<file path="src/rtl/load_store_unit_pkg.sv">
// Shared ISA definitions for the memory stage: operation codes,
// LSU op classification, FSM states and byte-enable constants.
package load_store_unit_pkg;

  localparam logic [7:0] ALU_OPERATIONS_ADD = 8'h00;
  localparam logic [7:0] ALU_OPERATIONS_SUB = 8'h01;
  localparam logic [7:0] ALU_OPERATIONS_AND = 8'h02;
  localparam logic [7:0] ALU_OPERATIONS_OR  = 8'h03;
  localparam logic [7:0] ALU_OPERATIONS_XOR = 8'h04;
  localparam logic [7:0] ALU_OPERATIONS_SLL = 8'h05;
  localparam logic [7:0] ALU_OPERATIONS_LB  = 8'h30;
  localparam logic [7:0] ALU_OPERATIONS_LH  = 8'h31;
  localparam logic [7:0] ALU_OPERATIONS_LW  = 8'h32;
  localparam logic [7:0] ALU_OPERATIONS_LBU = 8'h34;
  localparam logic [7:0] ALU_OPERATIONS_LHU = 8'h35;
  localparam logic [7:0] ALU_OPERATIONS_SB  = 8'h38;
  localparam logic [7:0] ALU_OPERATIONS_SH  = 8'h39;
  localparam logic [7:0] ALU_OPERATIONS_SW  = 8'h3a;

  localparam logic [3:0] BE_BYTE0   = 4'b0001;
  localparam logic [3:0] BE_HALF_LO = 4'b0011;
  localparam logic [3:0] BE_HALF_HI = 4'b1100;
  localparam logic [3:0] BE_WORD    = 4'b1111;

  typedef enum logic [1:0] {
    LSU_IDLE = 2'd0,
    LSU_ADDR = 2'd1,
    LSU_DATA = 2'd2
  } lsu_state_e;

  typedef enum logic [1:0] {
    SZ_B = 2'd0,
    SZ_H = 2'd1,
    SZ_W = 2'd2
  } lsu_size_e;

  typedef struct packed {
    logic      is_load;
    logic      is_store;
    lsu_size_e size;
    logic      uns;
  } lsu_op_t;

  function automatic lsu_op_t lsu_classify(
    input logic [7:0] op
  );
    lsu_op_t c;
    c.is_load  = 1'b0;
    c.is_store = 1'b0;
    c.size     = SZ_W;
    c.uns      = 1'b0;
    case (op)
      ALU_OPERATIONS_LB: begin
        c.is_load = 1'b1; c.size = SZ_B;
      end
      ALU_OPERATIONS_LBU: begin
        c.is_load = 1'b1; c.size = SZ_B;
        c.uns = 1'b1;
      end
      ALU_OPERATIONS_LH: begin
        c.is_load = 1'b1; c.size = SZ_H;
      end
      ALU_OPERATIONS_LHU: begin
        c.is_load = 1'b1; c.size = SZ_H;
        c.uns = 1'b1;
      end
      ALU_OPERATIONS_LW: c.is_load = 1'b1;
      ALU_OPERATIONS_SB: begin
        c.is_store = 1'b1; c.size = SZ_B;
      end
      ALU_OPERATIONS_SH: begin
        c.is_store = 1'b1; c.size = SZ_H;
      end
      ALU_OPERATIONS_SW: c.is_store = 1'b1;
      default: ;
    endcase
    return c;
  endfunction

endpackage

</file>
<file path="src/rtl/load_store_unit_if.sv">
// Data-memory req/gnt/rvalid port; master side is the LSU,
// slave side is the memory.
interface load_store_unit_if;
  logic        req;
  logic        we;
  logic [31:0] addr;
  logic [3:0]  be;
  logic [31:0] wdata;
  logic        gnt;
  logic        rvalid;
  logic [31:0] rdata;

  modport master (
    output req, we, addr, be, wdata,
    input  gnt, rvalid, rdata
  );

  modport slave (
    input  req, we, addr, be, wdata,
    output gnt, rvalid, rdata
  );
endinterface

</file>
<file path="src/rtl/load_store_unit_load_align.sv">
// Load data lane select with sign/zero extension; shared with
// any future cache refill path.
module lsu_load_align
  import load_store_unit_pkg::*;
(
  input  logic [31:0] rdata_i,
  input  logic [1:0]  off_i,
  input  lsu_size_e   size_i,
  input  logic        uns_i,
  output logic [31:0] data_o
);
  logic [31:0] lane;
  logic        sb;
  logic        sh;

  assign lane = rdata_i >> {off_i, 3'b000};
  assign sb   = ~uns_i & lane[7];
  assign sh   = ~uns_i & lane[15];

  always_comb begin
    data_o = lane;
    case (size_i)
      SZ_B:    data_o = {{24{sb}}, lane[7:0]};
      SZ_H:    data_o = {{16{sh}}, lane[15:0]};
      default: data_o = lane;
    endcase
  end
endmodule

</file>
<file path="src/rtl/load_store_unit.sv">
// RV32IM memory stage: drives the data-memory port for loads and
// stores and registers every result into a one-cycle writeback.
module load_store_unit
  import load_store_unit_pkg::*;
#(
  parameter int MAX_WAIT_CYCLES = 255,
  parameter int WAIT_CNT_WIDTH  = 8
) (
  input  logic        clk,
  input  logic        rst_n,
  input  logic        ex_valid,
  output logic        ex_ready,
  input  logic [7:0]  alu_operation,
  input  logic [31:0] alu_result,
  input  logic [31:0] store_data,
  input  logic [4:0]  rd_addr,
  input  logic        rd_wr_en,
  load_store_unit_if.master dmem,
  output logic        wb_valid,
  output logic [4:0]  wb_rd,
  output logic        wb_wr_en,
  output logic [31:0] wb_data,
  output logic        misaligned,
  output logic        bus_timeout
);
  localparam int CW = WAIT_CNT_WIDTH;
  localparam logic [CW-1:0] CNT_LAST =
    CW'(MAX_WAIT_CYCLES - 1);

  lsu_state_e state_q, state_d;
  lsu_op_t    cls;
  lsu_size_e  size_q, size_d;
  logic [1:0] off, off_q, off_d;
  logic       uns_q, uns_d;
  logic       wr_q, wr_d;
  logic       mem, mis, accept, expire;
  logic [3:0] be_acc;
  logic [31:0] wd_acc, ld_data;
  logic [CW-1:0] cnt_q, cnt_d;

  logic        req_q, req_d, we_q, we_d;
  logic [31:0] addr_q, addr_d, wdat_q, wdat_d;
  logic [3:0]  be_q, be_d;
  logic        wbv_q, wbv_d, wbw_q, wbw_d;
  logic [4:0]  wbr_q, wbr_d;
  logic [31:0] wbd_q, wbd_d;
  logic        mis_q, mis_d, to_q, to_d;

  assign cls      = lsu_classify(alu_operation);
  assign off      = alu_result[1:0];
  assign mem      = cls.is_load | cls.is_store;
  assign ex_ready = (state_q == LSU_IDLE);
  assign accept   = ex_valid & ex_ready;
  assign expire   = (cnt_q == CNT_LAST);
  assign mis      = (cls.size == SZ_H && off[0]) ||
                    (cls.size == SZ_W && off != 2'b00);

  always_comb begin
    case (cls.size)
      SZ_B: begin
        be_acc = BE_BYTE0 << off;
        wd_acc = {4{store_data[7:0]}};
      end
      SZ_H: begin
        be_acc = off[1] ? BE_HALF_HI : BE_HALF_LO;
        wd_acc = {2{store_data[15:0]}};
      end
      default: begin
        be_acc = BE_WORD;
        wd_acc = store_data;
      end
    endcase
  end

  lsu_load_align u_align (
    .rdata_i (dmem.rdata),
    .off_i   (off_q),
    .size_i  (size_q),
    .uns_i   (uns_q),
    .data_o  (ld_data)
  );

  always_comb begin
    state_d = state_q;
    cnt_d   = cnt_q + CW'(1);
    req_d   = req_q;
    we_d    = we_q;
    addr_d  = addr_q;
    be_d    = be_q;
    wdat_d  = wdat_q;
    size_d  = size_q;
    off_d   = off_q;
    uns_d   = uns_q;
    wr_d    = wr_q;
    wbv_d   = 1'b0;
    wbw_d   = 1'b0;
    wbr_d   = wbr_q;
    wbd_d   = '0;
    mis_d   = 1'b0;
    to_d    = 1'b0;
    case (state_q)
      LSU_IDLE: begin
        cnt_d = '0;
        if (accept) begin
          wbr_d = rd_addr;
          if (!mem) begin
            wbv_d = 1'b1;
            wbw_d = rd_wr_en;
            wbd_d = alu_result;
          end else if (mis) begin
            wbv_d = 1'b1;
            mis_d = 1'b1;
          end else begin
            state_d = LSU_ADDR;
            req_d   = 1'b1;
            we_d    = cls.is_store;
            addr_d  = {alu_result[31:2], 2'b00};
            be_d    = be_acc;
            wdat_d  = wd_acc;
            size_d  = cls.size;
            off_d   = off;
            uns_d   = cls.uns;
            wr_d    = rd_wr_en;
          end
        end
      end
      LSU_ADDR: begin
        // a grant in the expiring cycle still counts
        if (dmem.gnt) begin
          req_d = 1'b0;
          cnt_d = '0;
          if (we_q) begin
            state_d = LSU_IDLE;
            wbv_d   = 1'b1;
          end else begin
            state_d = LSU_DATA;
          end
        end else if (expire) begin
          req_d   = 1'b0;
          state_d = LSU_IDLE;
          wbv_d   = 1'b1;
          to_d    = 1'b1;
        end
      end
      LSU_DATA: begin
        if (dmem.rvalid) begin
          state_d = LSU_IDLE;
          wbv_d   = 1'b1;
          wbw_d   = wr_q;
          wbd_d   = ld_data;
        end else if (expire) begin
          state_d = LSU_IDLE;
          wbv_d   = 1'b1;
          to_d    = 1'b1;
        end
      end
      default: state_d = LSU_IDLE;
    endcase
  end

  always_ff @(posedge clk or negedge rst_n) begin
    if (!rst_n) begin
      state_q <= LSU_IDLE;
      cnt_q   <= '0;
      req_q   <= 1'b0;
      we_q    <= 1'b0;
      addr_q  <= '0;
      be_q    <= '0;
      wdat_q  <= '0;
      size_q  <= SZ_B;
      off_q   <= '0;
      uns_q   <= 1'b0;
      wr_q    <= 1'b0;
      wbv_q   <= 1'b0;
      wbw_q   <= 1'b0;
      wbr_q   <= '0;
      wbd_q   <= '0;
      mis_q   <= 1'b0;
      to_q    <= 1'b0;
    end else begin
      state_q <= state_d;
      cnt_q   <= cnt_d;
      req_q   <= req_d;
      we_q    <= we_d;
      addr_q  <= addr_d;
      be_q    <= be_d;
      wdat_q  <= wdat_d;
      size_q  <= size_d;
      off_q   <= off_d;
      uns_q   <= uns_d;
      wr_q    <= wr_d;
      wbv_q   <= wbv_d;
      wbw_q   <= wbw_d;
      wbr_q   <= wbr_d;
      wbd_q   <= wbd_d;
      mis_q   <= mis_d;
      to_q    <= to_d;
    end
  end

  assign dmem.req    = req_q;
  assign dmem.we     = we_q;
  assign dmem.addr   = addr_q;
  assign dmem.be     = be_q;
  assign dmem.wdata  = wdat_q;
  assign wb_valid    = wbv_q;
  assign wb_rd       = wbr_q;
  assign wb_wr_en    = wbw_q;
  assign wb_data     = wbd_q;
  assign misaligned  = mis_q;
  assign bus_timeout = to_q;
endmodule

</file>
<file path="src/flat_wrapper.sv">
// flat-port wrapper written by rule: the top's interface ports become plain ports
module load_store_unit_flat import load_store_unit_pkg::*;
#(
  parameter int MAX_WAIT_CYCLES = 255,
  parameter int WAIT_CNT_WIDTH  = 8
)
  (clk, rst_n, ex_valid, ex_ready, alu_operation, alu_result, store_data, rd_addr, rd_wr_en, wb_valid, wb_rd, wb_wr_en, wb_data, misaligned, bus_timeout, dmem_req, dmem_we, dmem_addr, dmem_be, dmem_wdata, dmem_gnt, dmem_rvalid, dmem_rdata);
  load_store_unit_if dmem_i ();
  input  logic clk;
  input  logic rst_n;
  input  logic ex_valid;
  output logic ex_ready;
  input  logic [7:0] alu_operation;
  input  logic [31:0] alu_result;
  input  logic [31:0] store_data;
  input  logic [4:0] rd_addr;
  input  logic rd_wr_en;
  output logic wb_valid;
  output logic [4:0] wb_rd;
  output logic wb_wr_en;
  output logic [31:0] wb_data;
  output logic misaligned;
  output logic bus_timeout;
  output wire logic [$bits(dmem_i.req)-1:0] dmem_req;
  output wire logic [$bits(dmem_i.we)-1:0] dmem_we;
  output wire logic [$bits(dmem_i.addr)-1:0] dmem_addr;
  output wire logic [$bits(dmem_i.be)-1:0] dmem_be;
  output wire logic [$bits(dmem_i.wdata)-1:0] dmem_wdata;
  input wire logic [$bits(dmem_i.gnt)-1:0] dmem_gnt;
  input wire logic [$bits(dmem_i.rvalid)-1:0] dmem_rvalid;
  input wire logic [$bits(dmem_i.rdata)-1:0] dmem_rdata;
  assign dmem_req = dmem_i.req;
  assign dmem_we = dmem_i.we;
  assign dmem_addr = dmem_i.addr;
  assign dmem_be = dmem_i.be;
  assign dmem_wdata = dmem_i.wdata;
  assign dmem_i.gnt = dmem_gnt;
  assign dmem_i.rvalid = dmem_rvalid;
  assign dmem_i.rdata = dmem_rdata;
  load_store_unit #(.MAX_WAIT_CYCLES(MAX_WAIT_CYCLES), .WAIT_CNT_WIDTH(WAIT_CNT_WIDTH)) u_core (.clk(clk), .rst_n(rst_n), .ex_valid(ex_valid), .ex_ready(ex_ready), .alu_operation(alu_operation), .alu_result(alu_result), .store_data(store_data), .rd_addr(rd_addr), .rd_wr_en(rd_wr_en), .dmem(dmem_i), .wb_valid(wb_valid), .wb_rd(wb_rd), .wb_wr_en(wb_wr_en), .wb_data(wb_data), .misaligned(misaligned), .bus_timeout(bus_timeout));
endmodule
</file>
<file path="config.mk">
export PLATFORM = sky130hd
export DESIGN_NAME = load_store_unit_flat
export DESIGN_NICKNAME = d
export VERILOG_FILES = /design/src/rtl/load_store_unit_pkg.sv /design/src/rtl/load_store_unit_if.sv /design/src/rtl/load_store_unit_load_align.sv /design/src/rtl/load_store_unit.sv /design/src/flat_wrapper.sv
export SDC_FILE = /design/constraint.sdc
export NUM_CORES = 1
export LEC_CHECK = 0
export BUFFER_PORTS_ARGS = -buffer_cell sky130_fd_sc_hd__buf_4
export CAP_MARGIN = 25
export CORE_ASPECT_RATIO = 0.75
export CORE_MARGIN = 3
export CORE_UTILIZATION = 45
export CTS_CLUSTER_SIZE = 12
export DETAILED_ROUTE_END_ITERATION = 8
export PLACE_DENSITY = 0.76
export SYNTH_ARGS = -nofsm -noshare
export SYNTH_HDL_FRONTEND = slang
export SYNTH_HIERARCHICAL = 1
export SYNTH_SLANG_ARGS = --single-unit
</file>
<file path="constraint.sdc">
create_clock -name clk -period 4.2 [get_ports clk]
set_input_delay 0.21 -clock clk [delete_from_list [all_inputs] [get_ports clk]]
set_output_delay 0.21 -clock clk [all_outputs]
set_load 0.02 [all_outputs]
</file>
==> out/summary.md, run 1 <==
The biggest area contributor in the post-synthesis netlist is dfrtp_1. The routed layout has 5,125 vias. The fraction of registers with async set or reset after synthesis is 100.0%, and the pre-CTS setup slack is 1.850 ns. IR analysis of the VDD net gives a maximum drop of 0.3314 mV. The clock-pin slew of the registers on the worst-case setup and hold paths is 0.06 ns. Leaving out filler cells and counting taps, the final layout contains 930.

Of the available clock period, the critical path in the final layout requires 57.43%. By count the netlist is led by dfrtp_1 (125), mux2_2 (48), nand2_1 (47). The completed layout was analyzed and its total power is 5.238 mW.

Among cell families on the critical path, the largest total delay comes from simple AND/OR/NAND/NOR gates. After legalization and detailed placement, the total HPWL measured 13,410 um. The total routing usage reported by global routing is 24.16%, and the post-layout net count is 869. The end point of the most critical hold path is u_core/dmem.wdata[9]$_DFFE_PN0P_. The run gives 0 as the total count of max-transition violations in the final report.

Traced cell by cell, the critical path runs through inv_1 > ha_1 > nand2_2 > nor4_4 > a22o_1 > a21o_1. After layout, the minimum clock period comes to 2.412 ns. The tools report the cell area after layout as 8451 um^2. The netlist uses 55 different library cells. The Yosys step of the flow raised 6 warnings.

The kind of end point of the critical path was a flop. The logs give 3128 um^2 for the flip-flop and latch area and 0 for the hold violation total from the final report. In this run the mean area of a mapped cell was 11.46 um^2.

For the worst setup path, the data required time is 4.55 ns. The logs give 125 for the number of clock sinks and 5 for the detailed-router iteration count before antenna repair. After the first detailed-routing iteration, the DRC count stood at 407. At the worst endpoint, the arrival time is 2.76 ns. The share of synthesized area occupied by flip-flops and latches is 51.51%, and the critical-path maximum fanout is 16. The remaining design rule violation count is 0, and the count of flip-flops with a built-in enable after synthesis is 0. The floorplan step set the die height to 106.6 um.

The vias per cell is 5.511. The flow ran to the end, and the final reports show no timing, DRC or antenna violations. STA classifies the critical path startpoint as a flop. Compared with the post-synthesis result, the final layout area differs by 39.17%. The logs give 0 for the final setup violation count and 13,110 um^2 for the core box area.

The final core utilization came out at 64.47%. The tools report the cell area after synthesis as 6072 um^2. The number of fillers in the final layout is 1,008, and the worst reg-to-reg setup slack is 1.79 ns.

The run gives 0 as the antenna diode count. The tools report the start point of the worst min-delay path as store_data[9]. The most common cell in the synthesized netlist is dfrtp_1. The number of cells traversed by the worst register-to-register path was 6. Most common flop cell mapped by yosys: dfrtp_1.

Synthesis produced 530 cells. The total negative slack for setup checks is 0 ns, and the post-CTS setup-driven buffer insertion count is 0. The number of buffers created by CTS was 17; the leakage power was 4.276 nW. The routed length per instance is 19.56 um, and the hold-critical path depth is 2.

In this design, the stage delay of the slowest critical-path cell is 0.82 ns. The type of the worst setup path was reg -> reg. In this run the horizontal extent of the chip is 140.1 um.

In this run the worst setup path begins at u_core/state_q[0]$_DFFE_PN0P_. The root buffer cell is clkbuf_16. The worst-case headroom to the max-slew limit was 31.38%. Power spread over the standard cell area amounts to 619.8 nW/um^2.

TritonCTS built the clock tree. The number of flip-flops and latches in the synthesized netlist was 125. After detailed placement, the total cell area comes to 7814 um^2. The tools report the number of global-route vias before repair as 5,298. For the first-pass GRT wire length, the log shows 28,390 um. Setup repair after global routing left no endpoint under its margin. In this run the biggest area consumer among cell types represents 51.51% of the synthesized area. Once the floorplan was initialized, standard cells occupied 46.32% of the core. Global routing finished with a remaining overflow of 0.

The initial antenna violation count was 0. In this run the critical register-to-register path is launched from u_core/state_q[0]$_DFFE_PN0P_. For the placed cell count, the log shows 893.

For this design, the slowest cell found on the critical path is nor4_4. Area enclosed by the die boundary: 14,940 um^2. The min-delay analysis places its worst path in the category in -> reg. The quantity of I/O buffers inserted on ports is 224, and the number of buffer and inverter stages on the critical path is 1. Sorting the synthesized cells by area gives the leading types as dfrtp_1 (52%), mux2_2 (8.9%), a22o_1 (6.2%). For this run, the top clock speed supported by timing is 414.6 MHz.

In this run the number of H-tree levels came out at 4. On the final layout, the worst clock skew is 0.008116 ns. Counting along the longest clock path gives a buffer depth of 2. Minimum setup slack in the final design: 1.788 ns. For the pin with the worst max-slew slack, the measured transition is 1.029 ns.

Across the run, the number of max-cap violations was 0. The multi-input combinational cells in the finished layout cover a total of 2708 um^2. The total I/O pin count was 227; the share of cells above drive strength 1 was 43.21%. At the later pin of the worst-skew pair, clock insertion delay measures 0.41 ns.

The worst register-to-register path ends at u_core/dmem.wdata[14]$_DFFE_PN0P_. On the final layout, the worst hold slack is 0.02119 ns. Entering global routing, the biggest net connects 89 pins. The logs give 36 for the floorplan row count and 18,190 um for the post-detailed-routing wire length.

The congestion estimate from routability-driven global placement came to 0.9372. In this run the remaining antenna-violating nets after routing total 0.
[worst register-to-register path: stages, from the launching register on]
cell and delay, ns:
dfrtp_1 0.40, inv_1 0.13, ha_1 0.39, nand2_2 0.28, nor4_4 0.82, a22o_1 0.25, a21o_1 0.09
[final cells by class]
cell class,instances,share of cell area (%)
clock buffer,23,5.656
sequential,125,37.02
timing repair buffer,237,21.31
clock inverter,7,1.051
multi-input combinational,358,32.04
inverter,9,0.3998
tap,171,2.532
[worst max path at each step]
stage / to / depth (start not counted)
finish: u_core/dmem.wdata[14]$_DFFE_PN0P_ / 6
floorplan: u_core/dmem.wdata[14]$_DFFE_PN0P_ / 8
global route: u_core/wb_data[31]$_DFF_PN0_ / 4
detailed placement: u_core/wb_data[9]$_DFF_PN0_ / 4
CTS: u_core/wb_data[31]$_DFF_PN0_ / 4
global placement: u_core/wb_data[9]$_DFF_PN0_ / 4
[layer usage]
metal	part of all wire (%)	vias to the layer above	GRT usage, %
li1	-	2360	-
met1	43	2483	31.68
met2	47	250	38.71
met3	8.4	32	8.114
met4	1.9	0	6.639
met5	0	-	0
[power breakdown]
group | total (mW) | switching, mW | internal [mW] | leakage (nW)
clock | 1.40 | 0.495 | 0.909 | 0.283
sequential | 1.74 | 0.201 | 1.54 | 1.65
combinational | 2.09 | 1.17 | 0.920 | 2.35
[state kept, by name, indices dropped and copies added, names as in the netlist, 2 cells and up]
name / cells
u_core/size_q: 2
u_core/off_q: 2
u_core/state_q: 2
u_core/dmem.be: 4
u_core/wb_rd: 5
u_core/dmem.addr: 30
u_core/wb_data: 32
u_core/dmem.wdata: 32
u_core/cnt_q: 8
[layout by cell type, fill, tap and decap left out, types with 3 or more instances in the layout]
| cell type | netlist | final |
|---|---|---|
| inv_1 | 9 | 9 |
| clkbuf_16 | 0 | 17 |
| nor2b_1 | 9 | 9 |
| a21oi_1 | 33 | 33 |
| o2bb2ai_1 | 8 | 8 |
| clkbuf_8 | 0 | 3 |
| a21o_1 | 9 | 9 |
| clkbuf_1 | 9 | 3 |
| xor2_1 | 5 | 5 |
| o22ai_1 | 8 | 8 |
| mux2_2 | 48 | 48 |
| nand3_1 | 5 | 5 |
| a22o_1 | 43 | 43 |
| mux2i_1 | 25 | 25 |
| buf_4 | 5 | 229 |
| o211ai_1 | 9 | 9 |
| and3_1 | 4 | 4 |
| ha_1 | 6 | 6 |
| nor3_1 | 8 | 8 |
| nand2_1 | 47 | 47 |
| dlygate4sd3_1 | 0 | 7 |
| nor2_1 | 19 | 19 |
| clkinv_2 | 0 | 4 |
| a211oi_1 | 8 | 8 |
| or2_2 | 9 | 9 |
| o21ai_0 | 20 | 20 |
| dfrtp_1 | 125 | 125 |
[repair_timing]
action	in CTS	in global routing
hold buffers	6	1
hold endpoints to repair	92	1
gates resized for setup	0	0
[kinds of logic (layout without fill, tap and decap cells)]
logic type	after synthesis	in the layout	share of synthesized area (%)
AO/OA/AOI/OAI	152	152	18.48
flip-flops	125	125	51.51
AND/OR/NAND/NOR	116	116	9.809
multiplexers	75	75	13.52
buffers and inverters	48	276	4.368
XOR/XNOR	7	7	1.010
adder cells (fa/ha/maj)	6	6	1.236
other	1	2	0.06176
No activity file was read; power rests on OpenSTA's default activity.
==> inputs of run 2 (changes only) <==
--- a/config.mk
+++ b/config.mk
@@ -5,6 +5,7 @@
 export SDC_FILE = /design/constraint.sdc
 export NUM_CORES = 1
 export LEC_CHECK = 0
+export ABC_AREA = 1
 export BUFFER_PORTS_ARGS = -buffer_cell sky130_fd_sc_hd__buf_4
 export CAP_MARGIN = 25
 export CORE_ASPECT_RATIO = 0.75
@@ -12,7 +13,7 @@
 export CORE_UTILIZATION = 45
 export CTS_CLUSTER_SIZE = 12
 export DETAILED_ROUTE_END_ITERATION = 8
-export PLACE_DENSITY = 0.76
+export PLACE_DENSITY = 0.75
 export SYNTH_ARGS = -nofsm -noshare
 export SYNTH_HDL_FRONTEND = slang
 export SYNTH_HIERARCHICAL = 1
==> constraint.sdc (replaced) <==
create_clock -name clk -period 2.3 [get_ports clk]
set_input_delay 0.115 -clock clk [delete_from_list [all_inputs] [get_ports clk]]
set_output_delay 0.115 -clock clk [all_outputs]
set_load 0.02 [all_outputs]
==> run 2 against run 1 <==
Sequential share of layout area shrank 3.0 points. Critical path type unchanged. Total power grew 61%. Count of clock-buffer cells in the layout shrank 1. Combinational power grew 19%. Via count grew 25%. Cell count grew 35%. Register-to-register slack lost 1.5 ns.
==> out/summary.md, run 2 <==
The most common cell in the synthesized netlist is nand2_1. The logs give 30,670 um (+8.0%) for the first-pass GRT wire length and 34.89% (+3.2 points) for the met1 demand-to-capacity share in global routing. The number of cells traversed by the worst register-to-register path came out at 8 (+2). The pre-CTS setup slack was 0.2977 ns (-1.552 ns); the worst reg-to-reg setup slack was 0.26 ns (-1.53 ns).

The detailed-placement wirelength estimate was 13,700 um (+2.2%). For this design, the slowest cell found on the critical path is dfrtp_1. The share of synthesized area occupied by flip-flops and latches was 48.66% (-2.9 points); the top achievable clock speed was 489.3 MHz (+18%). The tools report the final setup violation count as 0 (unchanged). The critical-path maximum fanout was 35 (+19). TritonCTS built the clock tree. The count of different cell masters after synthesis is 34 (-38%), and the part of the total power dissipated in combinational logic is 29.6% (-10 points).

The worst setup path is launched from a flop. The root buffer cell was clkbuf_16. The initial standard-cell utilization of the core was 46.44% (+0.12 points); the remaining global-route overflow was 0 (unchanged). The initial antenna violation count is 0 (unchanged). Yosys attributes the largest share of cell area to dfrtp_1 (49%), nand2_1 (14%), o21ai_0 (5.5%). The overall die height came out at 109.5 um (+2.7%). Type of the worst setup path: reg -> reg.

The critical path required time was 2.59 ns (-1.96 ns); the overall power of the completed layout was 8.417 mW (+61%). The worst-case headroom to the max-slew limit was 58.63% (+27 points); the number of DRC markers after the initial detailed-route iteration was 436 (+7.1%). Share of cells above drive strength 1: 28.19% (-15 points). The busiest layer in global routing was met2. The fraction of power spent switching nets came out at 31.99% (-3.7 points).

The part of the cycle the worst path needs was 88.86% (+31 points); the average cell area after synthesis was 7.783 um^2 (-32%). The horizontal extent of the die was 144.0 um (+2.8%). The most common flop cell mapped by yosys was dfrtp_1.

Weighted congestion at the end of routability-driven global placement: 0.8922 (-4.8%). The leakage power is 4.988 nW (+17%). The run gives 227 (unchanged) as the total I/O pin count. The total negative slack for setup checks was 0 ns (unchanged); the pin count of the biggest net entering global routing was 52 (-42%). The hold violation total from the final report is 0 (unchanged). The reported max-cap violation count is 0 (unchanged), and the post-detailed-routing wire length is 19,430 um (+6.9%).

The kind of cell with the highest combined delay along the critical path is simple AND/OR/NAND/NOR gates. The routed length per instance works out to 15.46 um (-21%). The number of buffers created by CTS is 17 (unchanged).

The flow ran to the end, and the final reports show no timing, DRC or antenna violations. Total routing usage reported by global routing: 24.71% (+0.55 points). The run gives 6 (unchanged) as the total of warnings raised by yosys.

The worst hold path belongs to the class in -> reg. The number of flip-flops and latches in the synthesized netlist is 125 (unchanged). The endpoint identified for the worst register-to-register timing path is u_core/dmem.wdata[23]$_DFFE_PN0P_.

The run gives 37.95% (-0.76 points) as the met2 track utilization from global routing. By count the netlist is led by nand2_1 (235), dfrtp_1 (125), inv_1 (91). The critical path goes through inv_1 > ha_1 > nand2_1 > inv_2 > nand2_4 > inv_1 > nand2_1 > nand2_1. The count of flip-flops with a built-in enable after synthesis came out at 0 (unchanged). The vias per cell is 5.091 (-7.6%).

The routed via count was 6,399 (+25%). The start point of the worst min-delay path was alu_result[27]. The run gives 5.724 mW (+70%) as the cell-internal power. The remaining design rule violation count was 0 (unchanged). Final antenna-violating net count: 0 (unchanged). Setup repair after global routing left no endpoint under its margin. For the floorplan row count, the log shows 37 (+2.8%). The worst setup path is captured at a flop. The number of clock sinks is 125 (unchanged). The run gives 2 (unchanged) as the maximum clock path buffer count. Relative to the synthesized area, the layout overhead comes to 42.95%. The core box area was 13,840 um^2 (+5.6%); the total count of max-transition violations in the final report was 0 (unchanged). Cell repeated most along the worst path: nand2_1. The area enclosed by the die boundary was 15,770 um^2 (+5.6%); the maximum level of the CTS H-tree was 4 (unchanged). The number of global-route vias before repair came out at 5,956 (+12%).

dfrtp_1 takes more of the synthesized area than any other cell. The part of the total power dissipated in the clock network came out at 37.1% (+10 points). The clock tree skew after final layout is 0.009125 ns (+0.001008 ns), and the critical path's largest stage delay is 0.41 ns (-0.41 ns).

The run gives 0.41 ns (about the same) as the clock insertion delay at the later pin of the skew report. The transition at the pin with the smallest max-transition slack was 0.6141 ns (-0.4152 ns). The number of buffer and inverter stages on the critical path is 3 (+2), and the synthesized instance count is 826 (+56%).

The detailed-router iteration count before antenna repair is 7 (+2), and the hold-critical path depth is 3 (+1). The antenna diode count is 0 (unchanged). Leading cell type in the layout, fill and taps excluded: nand2_1. The tools report the cell area after synthesis as 6429 um^2 (+5.9%).

The minimum setup slack in the final design is 0.2563 ns (-1.532 ns). The maximum VDD drop was 0.5362 mV (+62%); the post-layout net count was 1,190 (+37%). The run gives 2.33 ns (-0.43 ns) as the arrival time of the worst setup path. The library cells used most frequently in the layout, excluding fill and tap cells, are nand2_1 (235), buf_4 (234), dfrtp_1 (125). The total power density per cell area works out to 915.9 nW/um^2 (+48%). Shortest clock period the worst path allows after layout: 2.044 ns (-0.3683 ns). The area share of the leading cell type in the synthesized netlist was 48.66% (-2.9 points); the proportion of power drawn by flip-flops and latches was 33.3% (about the same). Worst flop-to-flop path startpoint: u_core/state_q[0]$_DFFE_PN0P_. The met3 layer usage reported by global route is 6.435% (-1.7 points). The quantity of I/O buffers inserted on ports is 224 (unchanged). The worst hold path terminates at u_core/dmem.addr[27]$_DFFE_PN0P_. The fraction of registers with async set or reset after synthesis was 100.0% (unchanged). The clock-pin slew of the registers on the worst-case setup and hold paths is 0.06 ns (about the same), and the net switching power is 2.693 mW (+44%).
-- run 2: worst register-to-register path, stage by stage (launching register included) --
cell     delay [ns]
dfrtp_1        0.41
inv_1          0.08
ha_1           0.22
nand2_1        0.20
inv_2          0.14
nand2_4        0.37
inv_1          0.30
nand2_1        0.13
nand2_1        0.07
-- run 2: power by group through the flow --
stage / logic [mW] / registers [mW] / clock network, mW
2_1_floorplan: 0.945 / 3.24 / 0
3_3_place_gp: 2.39 / 2.83 / 0
3_5_place_dp: 2.43 / 2.83 / 0
4_1_cts: 2.48 / 2.80 / 3.16
5_1_grt: 2.72 / 2.85 / 3.27
6_report: 2.49 / 2.80 / 3.12
-- run 2: metrics by stage --
stage          utilization [%]  cells  hold WS (ns)  area, um^2
6_report                 66.39   1257       0.01179        9190
5_1_grt                  66.39   1257       0.01772        9190
4_1_cts                  66.39   1257     0.0004366        9190
3_5_place_dp             59.08   1193        0.1503        8178
3_3_place_gp             59.08   1193        0.1467        8178
2_1_floorplan                -    827       -0.1806        6432
-- run 2: kinds of logic (layout without fill, tap and decap cells) --
family	after synthesis	after routing	share of synthesized area (%)
AOI/OAI and AO/OA	149	149	11.97
adders and majority gates	6	6	1.168
buffers and inverters	143	398	10.18
DFF	125	125	48.66
other	1	2	0.05833
and+or+nand+nor	402	402	27.97
-- run 2: repair_timing --
item                      CTS  global route
buffers inserted            0             0
hold buffers               32             0
resized for setup           0             0
hold endpoints to repair   86             0
-- run 2: metal layers --
metal / vias up / share of wire (%) / wire (um)
met3: 30 / 8.4 / 1625
met2: 277 / 45 / 8836
met5: - / 0 / 0
li1: 3114 / - / -
met1: 2978 / 44 / 8627
met4: 0 / 1.8 / 344
-- run 2: cell type report --
class / count / area [um^2]
fillers: 1151 / 4652
clock buffers: 22 / 484.2
inverters: 97 / 364.1
well taps: 175 / 219.0
flip-flops and latches: 125 / 3128
repair buffers: 269 / 2137
multi-input cells: 559 / 2650
clock inverters: 10 / 207.7
-- run 2: how the worst max path moves through the flow --
stage	start	to	cells after the start
finish	u_core/state_q[0]$_DFFE_PN0P_	u_core/dmem.wdata[23]$_DFFE_PN0P_	8
global route	u_core/state_q[0]$_DFFE_PN0P_	u_core/dmem.wdata[23]$_DFFE_PN0P_	8
CTS	u_core/state_q[0]$_DFFE_PN0P_	u_core/dmem.wdata[23]$_DFFE_PN0P_	8
floorplan	u_core/state_q[0]$_DFFE_PN0P_	u_core/size_q[1]$_DFFE_PN0P_	10
global placement	u_core/state_q[0]$_DFFE_PN0P_	u_core/dmem.wdata[23]$_DFFE_PN0P_	8
detailed placement	u_core/state_q[0]$_DFFE_PN0P_	u_core/dmem.wdata[23]$_DFFE_PN0P_	8
